`src/rtl/mem_access_seq.sv`:
```
// Multicycle data-memory load/store sequencer; sub-word stores are read-modify-write on the low bits.
// Latency: load done at T+3, SW at T+2, SH/SB at T+4, error at T+1; start is ignored while busy.
module mem_access_seq (
  input  logic        i_clk,
  input  logic        i_reset,
  input  logic        i_start,
  input  logic [2:0]  i_op,
  input  logic [31:0] i_addr,
  input  logic [31:0] i_store_data,
  input  logic [31:0] i_mem_rdata,
  output logic [31:0] o_mem_addr,
  output logic        o_mem_wr,
  output logic [31:0] o_mem_wdata,
  output logic        o_mdr_load,
  output logic [1:0]  o_ls_ctrl,
  output logic        o_busy,
  output logic        o_done,
  output logic        o_err
);

  typedef enum logic [2:0] {
    S_IDLE  = 3'd0,
    S_READ  = 3'd1,
    S_WAIT  = 3'd2,
    S_WRITE = 3'd3,
    S_DONE  = 3'd4,
    S_ERR   = 3'd5
  } state_t;

  state_t      r_state;
  state_t      w_next;
  logic [2:0]  r_op;
  logic [31:0] r_addr;
  logic [15:0] r_sdata;
  logic [31:0] r_wdata;
  logic [1:0]  r_ls;
  logic        w_illegal;
  logic        w_misaligned;
  logic        w_accept;

  // op[1:0] encodes access size (00 word, 01 half, 10 byte); op[2] marks a store.
  assign w_illegal = (i_op[1:0] == 2'b11);
  always_comb begin
    w_misaligned = 1'b0;
    case (i_op[1:0])
      2'b00:   w_misaligned = (i_addr[1:0] != 2'b00);
      2'b01:   w_misaligned = i_addr[0];
      default: w_misaligned = 1'b0;
    endcase
  end

  assign w_accept = (r_state == S_IDLE) && i_start;

  always_ff @(posedge i_clk or posedge i_reset) begin
    if (i_reset) r_state <= S_IDLE;
    else         r_state <= w_next;
  end

  always_comb begin
    w_next     = r_state;
    o_mem_wr   = 1'b0;
    o_mdr_load = 1'b0;
    o_done     = 1'b0;
    o_err      = 1'b0;
    o_busy     = 1'b1;
    case (r_state)
      S_IDLE: begin
        o_busy = 1'b0;
        if (i_start) begin
          if (w_illegal || w_misaligned) w_next = S_ERR;
          else if (i_op == 3'b100)       w_next = S_WRITE;
          else                           w_next = S_READ;
        end
      end
      S_READ: w_next = S_WAIT;
      S_WAIT: begin
        if (!r_op[2]) begin
          o_mdr_load = 1'b1;
          w_next     = S_DONE;
        end else begin
          w_next = S_WRITE;
        end
      end
      S_WRITE: begin
        o_mem_wr = 1'b1;
        w_next   = S_DONE;
      end
      S_DONE: begin
        o_done = 1'b1;
        w_next = S_IDLE;
      end
      S_ERR: begin
        o_done = 1'b1;
        o_err  = 1'b1;
        w_next = S_IDLE;
      end
      default: w_next = S_IDLE;
    endcase
  end

  always_ff @(posedge i_clk or posedge i_reset) begin
    if (i_reset) begin
      r_op    <= 3'b000;
      r_addr  <= 32'd0;
      r_sdata <= 16'd0;
      r_wdata <= 32'd0;
      r_ls    <= 2'b00;
    end else if (w_accept) begin
      r_op    <= i_op;
      r_addr  <= i_addr;
      r_sdata <= i_store_data[15:0];
      if (w_next == S_WRITE) r_wdata <= i_store_data;
      case (i_op)
        3'b001:  r_ls <= 2'b10;
        3'b010:  r_ls <= 2'b01;
        default: r_ls <= 2'b00;
      endcase
    end else if (r_state == S_WAIT && r_op[2]) begin
      // Merge new low half/byte into the word just read back.
      if (r_op[1:0] == 2'b01) r_wdata <= {i_mem_rdata[31:16], r_sdata[15:0]};
      else                    r_wdata <= {i_mem_rdata[31:8], r_sdata[7:0]};
    end
  end

  assign o_mem_addr  = r_addr;
  assign o_mem_wdata = r_wdata;
  assign o_ls_ctrl   = r_ls;

endmodule

```
`config.mk`:
```
export PLATFORM = sky130hd
export DESIGN_NAME = mem_access_seq
export DESIGN_NICKNAME = d
export VERILOG_FILES = /design/src/rtl/mem_access_seq.sv
export SDC_FILE = /design/constraint.sdc
export NUM_CORES = 1
export LEC_CHECK = 0
export BUFFER_PORTS_ARGS = -buffer_cell sky130_fd_sc_hd__buf_2
export CAP_MARGIN = 20
export CORE_ASPECT_RATIO = 0.7
export CORE_UTILIZATION = 47
export CTS_CLUSTER_DIAMETER = 60
export DETAILED_ROUTE_END_ITERATION = 16
export GPL_TIMING_DRIVEN = 0
export HOLD_SLACK_MARGIN = 0.12
export PLACE_DENSITY = 0.8
export SLEW_MARGIN = 5
export SYNTH_ARGS = -nofsm -noshare
export SYNTH_HDL_FRONTEND = slang
export SYNTH_SLANG_ARGS = --single-unit
```
`constraint.sdc`:
```
create_clock -name i_clk -period 3.2 [get_ports i_clk]
set_clock_uncertainty 0.1 [all_clocks]
set_input_delay 0.32 -clock i_clk [delete_from_list [all_inputs] [get_ports i_clk]]
set_output_delay 0.32 -clock i_clk [all_outputs]
set_load 0.05 [all_outputs]
```
==> metrics.txt, run 1 <==
hold crit path type=primary input to flip-flop; vias after detailed routing=between 3000 and 4000; ANT nets after route=0; initial antenna violation count=0; Reg-to-Reg Start=r_state[0]; crit path max fanout=10; Post-Synthesis Cell Area=between 3000 and 4000 um^2; Seq/Total Area, Yosys=around 58%; worst slew pin tran=roughly 0.66 ns; crit path kind=primary input to flip-flop; final hold violations=0; Port Buffer Count=approximately 160; CTS H-tree depth=3; grt total ovfl=0; RSZ-0062 raised after global routing=no; #FFs+latches synth=around 90; endpoints failing setup=0; placed insts=a little over 600; Critical R2R Capture=o_mem_wdata[29]; top-level I/O count=about 170; Worst EP required=3.31 ns; Hold WS=between 0.1 and 0.15 ns; PnR Total Power=6490 uW; VDD IR max=0.711 mV; fin cells=approximately 660; clk_lat worst skew=0.33 ns; Finished Core Util=between 70% and 80%; number of max-cap violations=0; final critical-path required period=roughly 2.1 ns; die area=between 8000 and 9000 um^2; Initial Utilization=around half; RePlAce Congestion=around 0.71; cts repair resizes=0; post-synth cell types=28; CTS root buf=clkbuf_16; clk slew on worst S/H paths=~0.06 ns; final setup TNS=0 ns; Pwr Density=1180 nW/um^2; pin count of the biggest net entering global routing=47; Nets=between 600 and 700; Register-to-Register Path Depth=4; layout cells sized above 1=a little over two fifths; Reg2Reg Setup Slack=1.10 ns; HP Start=i_store_data[15]; crit start category=primary input; Post-Synthesis Mean Instance Area=11.3 um^2; first-pass GRT wire length=between 10000 and 15000 um; most frequent cells in the layout=165 x buf_2, 134 x nand2_1, 88 x dfrtp_1, 41 x dlygate4sd3_1, 34 x mux2_2; Mapped Nets=441; die height=77.5 um; Syn. warnings=0; FMAX=approximately 0.47 GHz; fill count=a little under 600; Final Cycle Share=between 60% and 70%; Ant. Diodes=0; hold depth=3; CTS buffer count=9; Post-route DRC=0; Slew Limit Headroom=55.8%; die width=between 100 and 150 um; leakage=0.00294 uW; Layout area overhead=44.0%; CTS Sinks=between 80 and 90; initial drt markers=90; CP endpoint kind=flip-flop; commonest non-fill, non-tap cell in the layout=buf_2; vias in the first global route=3227; via density per instance=roughly 4.8; Max Buffers Root-to-Sink=2; Total Routing Usage GR=22.9%; Core Rows=27; Initial DRT Pass Iterations=5; count of final max-slew check failures=0; DP HPWL=6350 um; core area=7870 um^2; Routed Wire Length=roughly 9100 um; Mapped Cells=around 340; WHS Endpoint=r_sdata[15]; status=finished, final reports clean; Worst Path Arrival=around 2.2 ns; DR WL/cell=~14 um; CTS tree=yes
## critical path, stage by stage
cell	delay [ns]
dlygate4sd3_1	0.53
buf_2	0.13
nor4b_2	0.21
nand3_1	0.18
a21boi_4	0.31
buf_6	0.21
mux2_2	0.35
## how the worst max path moves through the flow
stage                     startpoint  depth (start not counted)         endpoint  slack [ns]
after global placement       i_reset                          2   o_mem_addr[18]       -0.47
after detailed placement  r_state[0]                          4  o_mem_wdata[29]        1.07
after CTS                 r_state[0]                          4  o_mem_wdata[29]        1.06
after global routing         i_op[2]                          7  o_mem_wdata[29]        0.98
final                        i_op[2]                          7  o_mem_wdata[29]        1.07
after floorplan              i_reset                          1     o_ls_ctrl[0]        0.50
## state kept, by name (all words and copies together), names as in the netlist
register	flops
o_ls_ctrl	2
r_state	3
o_mem_addr	32
r_op	3
o_mem_wdata	32
r_sdata	16
## metrics by stage
step	setup WS (ns)	area [um^2]
final	1.07	5510
after detailed placement	1.07	4810
after global placement	-0.473	4780
after global routing	0.983	5510
after CTS	1.06	5510
after floorplan	0.501	3830
## final cells by class
class                           instances  area [um^2]  area share (%)
Timing Repair Buffer                  206         1260            22.8
Clock inverter                          5         57.6            1.04
Tap cell                              101          126            2.29
Buffer                                 17          144            2.61
Clock buffer                           10          239            4.33
Sequential cell                        88         2200            39.9
Multi-Input combinational cell        232         1480            26.8
Inverter                                2         10.0           0.182
## synthesized netlist by cell type (all sizes together)
master,count,share of area (%)
nand2b,3,0.49
dfrtp,88,58
o31ai,1,0.20
nor4b,3,1.2
nor2,4,0.39
nor2b,4,0.65
o311ai,1,0.23
clkbuf,4,0.39
nand2,134,13
buf,13,3.4
mux2i,8,2.1
and2,1,0.16
a21boi,1,0.49
nand3,2,0.26
or3,1,0.16
mux2,57,17
a21oi,1,0.13
nor3,1,0.13
o21ai,10,1.3
inv,2,0.20
## routing by layer
layer | routed length, um | track usage, % | vias to the layer above
met4 | 101 | 6.40 | 0
met3 | 523 | 6.13 | 10
met1 | 4050 | 28.6 | 1512
met5 | 0 | 0 | -
li1 | - | - | 1542
met2 | 4390 | 38.9 | 101
## power by group
group          switching [uW]  internal (uW)
registers                 286           1660
clock network             406            621
logic                    2460           1060
total                    3150           3350
## cells by family (layout without fill, tap and decap cells)
family                 Yosys count  after routing  share of synthesized area [%]
AND/OR/NAND/NOR                153            153                           16.6
flip-flops                      88             88                           57.5
AO/OA/AOI/OAI                   14             14                           2.35
buffers and inverters           19            240                           3.95
multiplexers                    65             65                           19.5
## what timing repair did
item | 4_1_cts | 5_1_grt
setup buffers | 0 | 0
hold endpoints to repair | 83 | 0
hold buffers | 41 | 0
(Power assumes the default switching activity.)
==> inputs of run 2 (changes only) <==
--- a/config.mk
+++ b/config.mk
@@ -5,6 +5,7 @@
 export SDC_FILE = /design/constraint.sdc
 export NUM_CORES = 1
 export LEC_CHECK = 0
+export ABC_AREA = 1
 export BUFFER_PORTS_ARGS = -buffer_cell sky130_fd_sc_hd__buf_2
 export CAP_MARGIN = 20
 export CORE_ASPECT_RATIO = 0.7
==> constraint.sdc (replaced) <==
create_clock -name i_clk -period 2.1 [get_ports i_clk]
set_clock_uncertainty 0.1 [all_clocks]
set_input_delay 0.21 -clock i_clk [delete_from_list [all_inputs] [get_ports i_clk]]
set_output_delay 0.21 -clock i_clk [all_outputs]
set_load 0.05 [all_outputs]
==> metrics.txt, run 2 <==
Max Buffers Root-to-Sink=2 (unchanged); leakage=0.00341 uW (+16%); Mapped Cells=481 (+42%); count of final max-slew check failures=0 (unchanged); CTS Sinks=88 (unchanged); ys flop type=dfrtp_1; layout cells sized above 1=27.6% (-15 points); endpoints failing setup=0 (unchanged); top-level I/O count=173 (unchanged); Post-route DRC=0 (unchanged); RSZ-0062 raised after global routing=no; clk slew on worst S/H paths=0.06 ns (about the same); share of power burned in registers=29.7% (-0.3 points); most frequent cells in the layout=281 x nand2_1, 179 x buf_2, 88 x dfrtp_1, 84 x dlygate4sd3_1, 34 x nand3_1; Post-Synthesis Cell Area=3820 um^2 (-0.16%); die area=8500 um^2 (-0.16%); initial antenna violation count=0 (unchanged); DP HPWL=7370 um (+16%); Core Rows=27 (unchanged); die width=110 um (about the same); via density per instance=4.97 (+3.9%); CTS tree=yes; Post-Synthesis Mean Instance Area=7.95 um^2 (-30%); P_int=4810 uW (+44%); vias after detailed routing=4213 (+33%); initial drt markers=266 (+200%); worst slew pin tran=0.476 ns (-0.187 ns); clock network power share=16.7% (+0.9 points); hold crit path type=primary input to flip-flop; Seq/Total Area, Yosys=57.6% (+0.094 points); synth top area cells=dfrtp_1 58%, nand2_1 28%, nand3_1 4.5%; Routed Wire Length=12600 um (+39%); Initial Utilization=48.6% (-0.079 points); CTS root buf=clkbuf_16; DR WL/cell=14.9 um (+8.5%); final hold violations=0 (unchanged); Ant. Diodes=0 (unchanged); Psw=5070 uW (+61%); hold buffer count at cts=84 (+100%); FMAX=0.553 GHz; RePlAce Congestion=0.837 (+18%); Nets=844 (+28%); die height=77.5 um (about the same); crit path kind=flip-flop to output port; Finished Core Util=75.8% (+5.8 points); Worst Path Arrival=1.50 ns (-0.74 ns); postcts setup bufs=0 (unchanged); Layout area overhead=56.1%; Slew Limit Headroom=68.3% (+12 points); grt total ovfl=0 (unchanged); Final Cycle Share=86.1%; Initial DRT Pass Iterations=5 (unchanged); post-synth top area share=57.6% (+0.094 points); crit path max fanout=6 (-4); post-synth cell types=19 (-32%); Hold WS=0.188 ns (+0.0510 ns); vias in the first global route=4257 (+32%); clk_lat worst skew=0.34 ns (about the same); placed insts=748 (+24%); top cells by instance count after synthesis=281 x nand2_1, 88 x dfrtp_1, 34 x nand3_1; number of max-cap violations=0 (unchanged); final critical-path required period=about 1.8 ns; cts repair resizes=0 (unchanged); Total Routing Usage GR=30.7% (+7.7 points); number of synthesized flops with an enable pin=0 (unchanged); Port Buffer Count=164 (unchanged); Worst EP required=1.79 ns (-1.52 ns); Mapped Nets=583 (+32%); ANT nets after route=0 (unchanged); area leader, netlist=dfrtp_1; VDD IR max=1.37 mV (+92%); status=finished, final reports clean; top-count cell post-synth=nand2_1; crit start category=flip-flop; core area=7870 um^2 (unchanged); Pwr Density=1660 nW/um^2 (+41%); worst setup margin=0.292 ns (-0.781 ns); Comb power frac=53.6% (-0.6 points); fraction of registers with async set/reset=100% (unchanged); CP endpoint kind=output port; first-pass GRT wire length=19800 um (+33%); pin count of the biggest net entering global routing=42 (-11%); switching share of power=51.3% (+2.8 points); Syn. warnings=0 (unchanged); #FFs+latches synth=88 (unchanged); CTS buffer count=9 (unchanged); pre-CTS setup slack=0.345 ns (-0.721 ns); CTS H-tree depth=3 (unchanged); final setup TNS=0 ns (unchanged); fin cells=847 (+28%); commonest non-fill, non-tap cell in the layout=nand2_1
[run 2: cells by family after synthesis]
group                  synth area share [%]
DFF                                    57.6
buffers and inverters                  5.30
AOI/OAI and AO/OA                      3.01
and+or+nand+nor                        34.1
[run 2: power groups by stage]
stage,Sequential [uW],Clock (uW),Combinational (uW)
global route,3010,1730,5700
CTS,2910,1670,5220
detailed placement,2920,0,5090
finish,2940,1650,5300
global placement,2880,0,4970
floorplan,4940,0,1760
[run 2: cell type report]
class / instances / area, um^2
repair buffers: 250 / 1700
flip-flops and latches: 88 / 2200
plain buffers: 25 / 135
clock inverters: 2 / 37.5
clock buffers: 13 / 270
multi-input cells: 350 / 1420
fillers: 536 / 1900
inverters: 18 / 71.3
well taps: 101 / 126
[run 2: worst max-delay path, cell delays in order (launching register included)]
cell and delay, ns:
dfrtp_1 0.43, inv_1 0.11, nor4_2 0.29, buf_2 0.33
[run 2: stage by stage]
step,area [um^2],power (uW)
2_1_floorplan,3830,6700
3_3_place_gp,4780,7850
3_5_place_dp,4820,8010
4_1_cts,5970,9800
5_1_grt,5970,10400
6_report,5970,9880
[run 2: final timing paths]
path | from | end | slack, ns | cells after the start
max | r_state[1] | o_mdr_load | 0.29 | 3
min | i_mem_rdata[9] | o_mem_wdata[9] | 0.19 | 7
max reg2reg | r_state[2] | o_mem_wdata[19] | 0.33 | 6
min reg2reg | r_sdata[1] | r_sdata[1] | 0.37 | 2
max in group asynchronous | i_reset | o_mem_wdata[14] | 1.10 | 4
min in group asynchronous | i_reset | o_mem_addr[14] | 0.30 | 3
[run 2: metal layers]
metal  track usage, %  part of all wire, %
met1             36.6                   41
met2             51.7                   48
met3             8.24                  7.6
met4             13.6                  3.3
met5                0                    0
==> inputs of run 3 (changes only) <==
--- a/config.mk
+++ b/config.mk
@@ -10,6 +10,7 @@
 export CAP_MARGIN = 20
 export CORE_ASPECT_RATIO = 0.7
 export CORE_UTILIZATION = 47
+export CTS_BUF_LIST = sky130_fd_sc_hd__clkbuf_4 sky130_fd_sc_hd__clkbuf_8 sky130_fd_sc_hd__clkbuf_16
 export CTS_CLUSTER_DIAMETER = 60
 export DETAILED_ROUTE_END_ITERATION = 16
 export GPL_TIMING_DRIVEN = 0
==> metrics.txt, run 3 (synthesized netlist as in run 2, its figures left out) <==
Total Routing Usage GR=30.6% (about the same); top-level I/O count=173 (unchanged); Core Rows=27 (unchanged); Worst EP required=1.79 ns (about the same); Psw=5060 uW (-0.22%); Initial Utilization=48.6% (unchanged); RSZ-0062 raised after global routing=no; Final Cycle Share=86.3% (+0.21 points); CP endpoint kind=output port; Worst Path Arrival=1.50 ns (about the same); layout cells sized above 1=27.7% (+0.13 points); Port Buffer Count=164 (unchanged); share of power burned in registers=29.6% (about the same); status=finished, final reports clean; clock network power share=16.8% (about the same); Pwr Density=1660 nW/um^2 (about the same); P_int=4830 uW (+0.26%); number of max-cap violations=0 (unchanged); Comb power frac=53.6% (about the same); die width=110 um (unchanged); final hold violations=0 (unchanged); met1 usage=36.5% (-0.056 points); grt total ovfl=0 (unchanged); DP HPWL=7370 um (unchanged); Sequential Area=2200 um^2 (unchanged); Ant. Diodes=0 (unchanged); area of the multi-input gates=1420 um^2 (unchanged); initial antenna violation count=0 (unchanged); VDD IR max=1.37 mV (about the same); CTS root buf=clkbuf_16; die area=8500 um^2 (unchanged); DR WL/cell=14.7 um (-0.90%); die height=77.5 um (unchanged); endpoints failing setup=0 (unchanged); hold crit path type=primary input to flip-flop; pin count of the biggest net entering global routing=42 (unchanged); most frequent cells in the layout=281 x nand2_1, 179 x buf_2, 88 x dfrtp_1, 84 x dlygate4sd3_1, 34 x nand3_1; Initial DRT Pass Iterations=5 (unchanged); Layout area overhead=56.2% (about the same); Max Buffers Root-to-Sink=2 (unchanged); final setup TNS=0 ns (unchanged); commonest non-fill, non-tap cell in the layout=nand2_1; crit path max fanout=6 (unchanged); worst slew pin tran=0.451 ns (-0.0253 ns); leakage=0.00341 uW (+0.10%); core area=7870 um^2 (unchanged); CTS buffer count=9 (unchanged); switching share of power=51.2% (-0.12 points); Nets=844 (unchanged); global routing's busiest layer=met2; met3 GRT Util=8.66% (+0.42 points); Routed Wire Length=12500 um (-0.90%); CTS tree=yes; CTS H-tree depth=3 (unchanged); first-pass GRT wire length=19800 um (-0.17%); crit start category=flip-flop; initial drt markers=272 (+2.3%); final critical-path required period=1.81 ns (+0.00435 ns); met2 usage=51.6% (-0.062 points); vias after detailed routing=4156 (-1.4%); Slew Limit Headroom=70.0% (+1.7 points); crit path kind=flip-flop to output port; via density per instance=4.91 (-1.4%); ANT nets after route=0 (unchanged); count of final max-slew check failures=0 (unchanged); RePlAce Congestion=0.837 (unchanged); Hold WS=0.184 ns (-0.00309 ns); FMAX=0.552 GHz (-0.24%); clk slew on worst S/H paths=0.06 ns (about the same); vias in the first global route=4247 (-0.23%); Post-route DRC=0 (unchanged); fill count=536 (unchanged); clk_lat worst skew=0.34 ns (about the same); CTS Sinks=88 (unchanged)
[run 3: changes by cell type in the layout (fill, tap and decap cells not counted)]
| cell | delta |
|---|---|
| clkbuf_1 | -1 |
| clkbuf_4 | +1 |
[run 3: through the flow]
| step | cells | setup slack [ns] | instance area, um^2 | power [uW] | utilization, % |
|---|---|---|---|---|---|
| floorplan | 481 | 0.142 | 3830 | 6700 | - |
| global placement | 746 | 0.198 | 4780 | 7850 | 60.7 |
| detailed placement | 748 | 0.345 | 4820 | 8010 | 61.2 |
| CTS | 847 | 0.296 | 5970 | 9810 | 75.9 |
| global route | 847 | 0.155 | 5970 | 10400 | 75.9 |
| finish | 847 | 0.288 | 5970 | 9890 | 75.9 |
[run 3: layer usage]
| metal | wire [um] | vias up | share of wire, % |
|---|---|---|---|
| li1 | - | 1999 | - |
| met1 | 5190 | 1940 | 42 |
| met2 | 6010 | 182 | 48 |
| met3 | 922 | 35 | 7.4 |
| met4 | 367 | 0 | 2.9 |
| met5 | 0 | - | 0 |
[run 3: critical path, stage by stage (launching register included)]
cell and delay (ns):
dfrtp_1 0.43, inv_1 0.11, nor4_2 0.29, buf_2 0.33
[run 3: path summary, 6_finish.rpt]
path	startpoint	end	slack (ns)	cells after the start
worst max-delay path	r_state[1]	o_mdr_load	0.29	3
worst min-delay path	i_mem_rdata[9]	o_mem_wdata[9]	0.18	7
max in group asynchronous	i_reset	o_mem_wdata[14]	1.10	4
worst max register to register	r_state[2]	o_mem_wdata[19]	0.32	6
min in group asynchronous	i_reset	o_mem_addr[14]	0.30	3
worst min register to register	r_sdata[1]	r_sdata[1]	0.37	2
[run 3: area by class of cell]
cell class	count	share of cell area, %
Buffer	25	2.26
Clock buffer	13	4.59
Clock inverter	2	0.629
Inverter	18	1.19
Multi-Input combinational cell	350	23.8
Sequential cell	88	36.9
Tap cell	101	2.12
Timing Repair Buffer	250	28.5
[run 3: power by group through the flow]
stage | logic (uW) | clock network [uW] | registers, uW
after floorplan | 1760 | 0 | 4940
after global placement | 4970 | 0 | 2880
after detailed placement | 5090 | 0 | 2920
after CTS | 5220 | 1680 | 2910
after global routing | 5700 | 1750 | 3000
final | 5290 | 1660 | 2930
[run 3: timing repair]
item	CTS	global route
hold buffers	84	0
buffers inserted	0	0
hold endpoints to repair	170	0
gates resized for setup	0	0
endpoints found under the setup margin	0	0
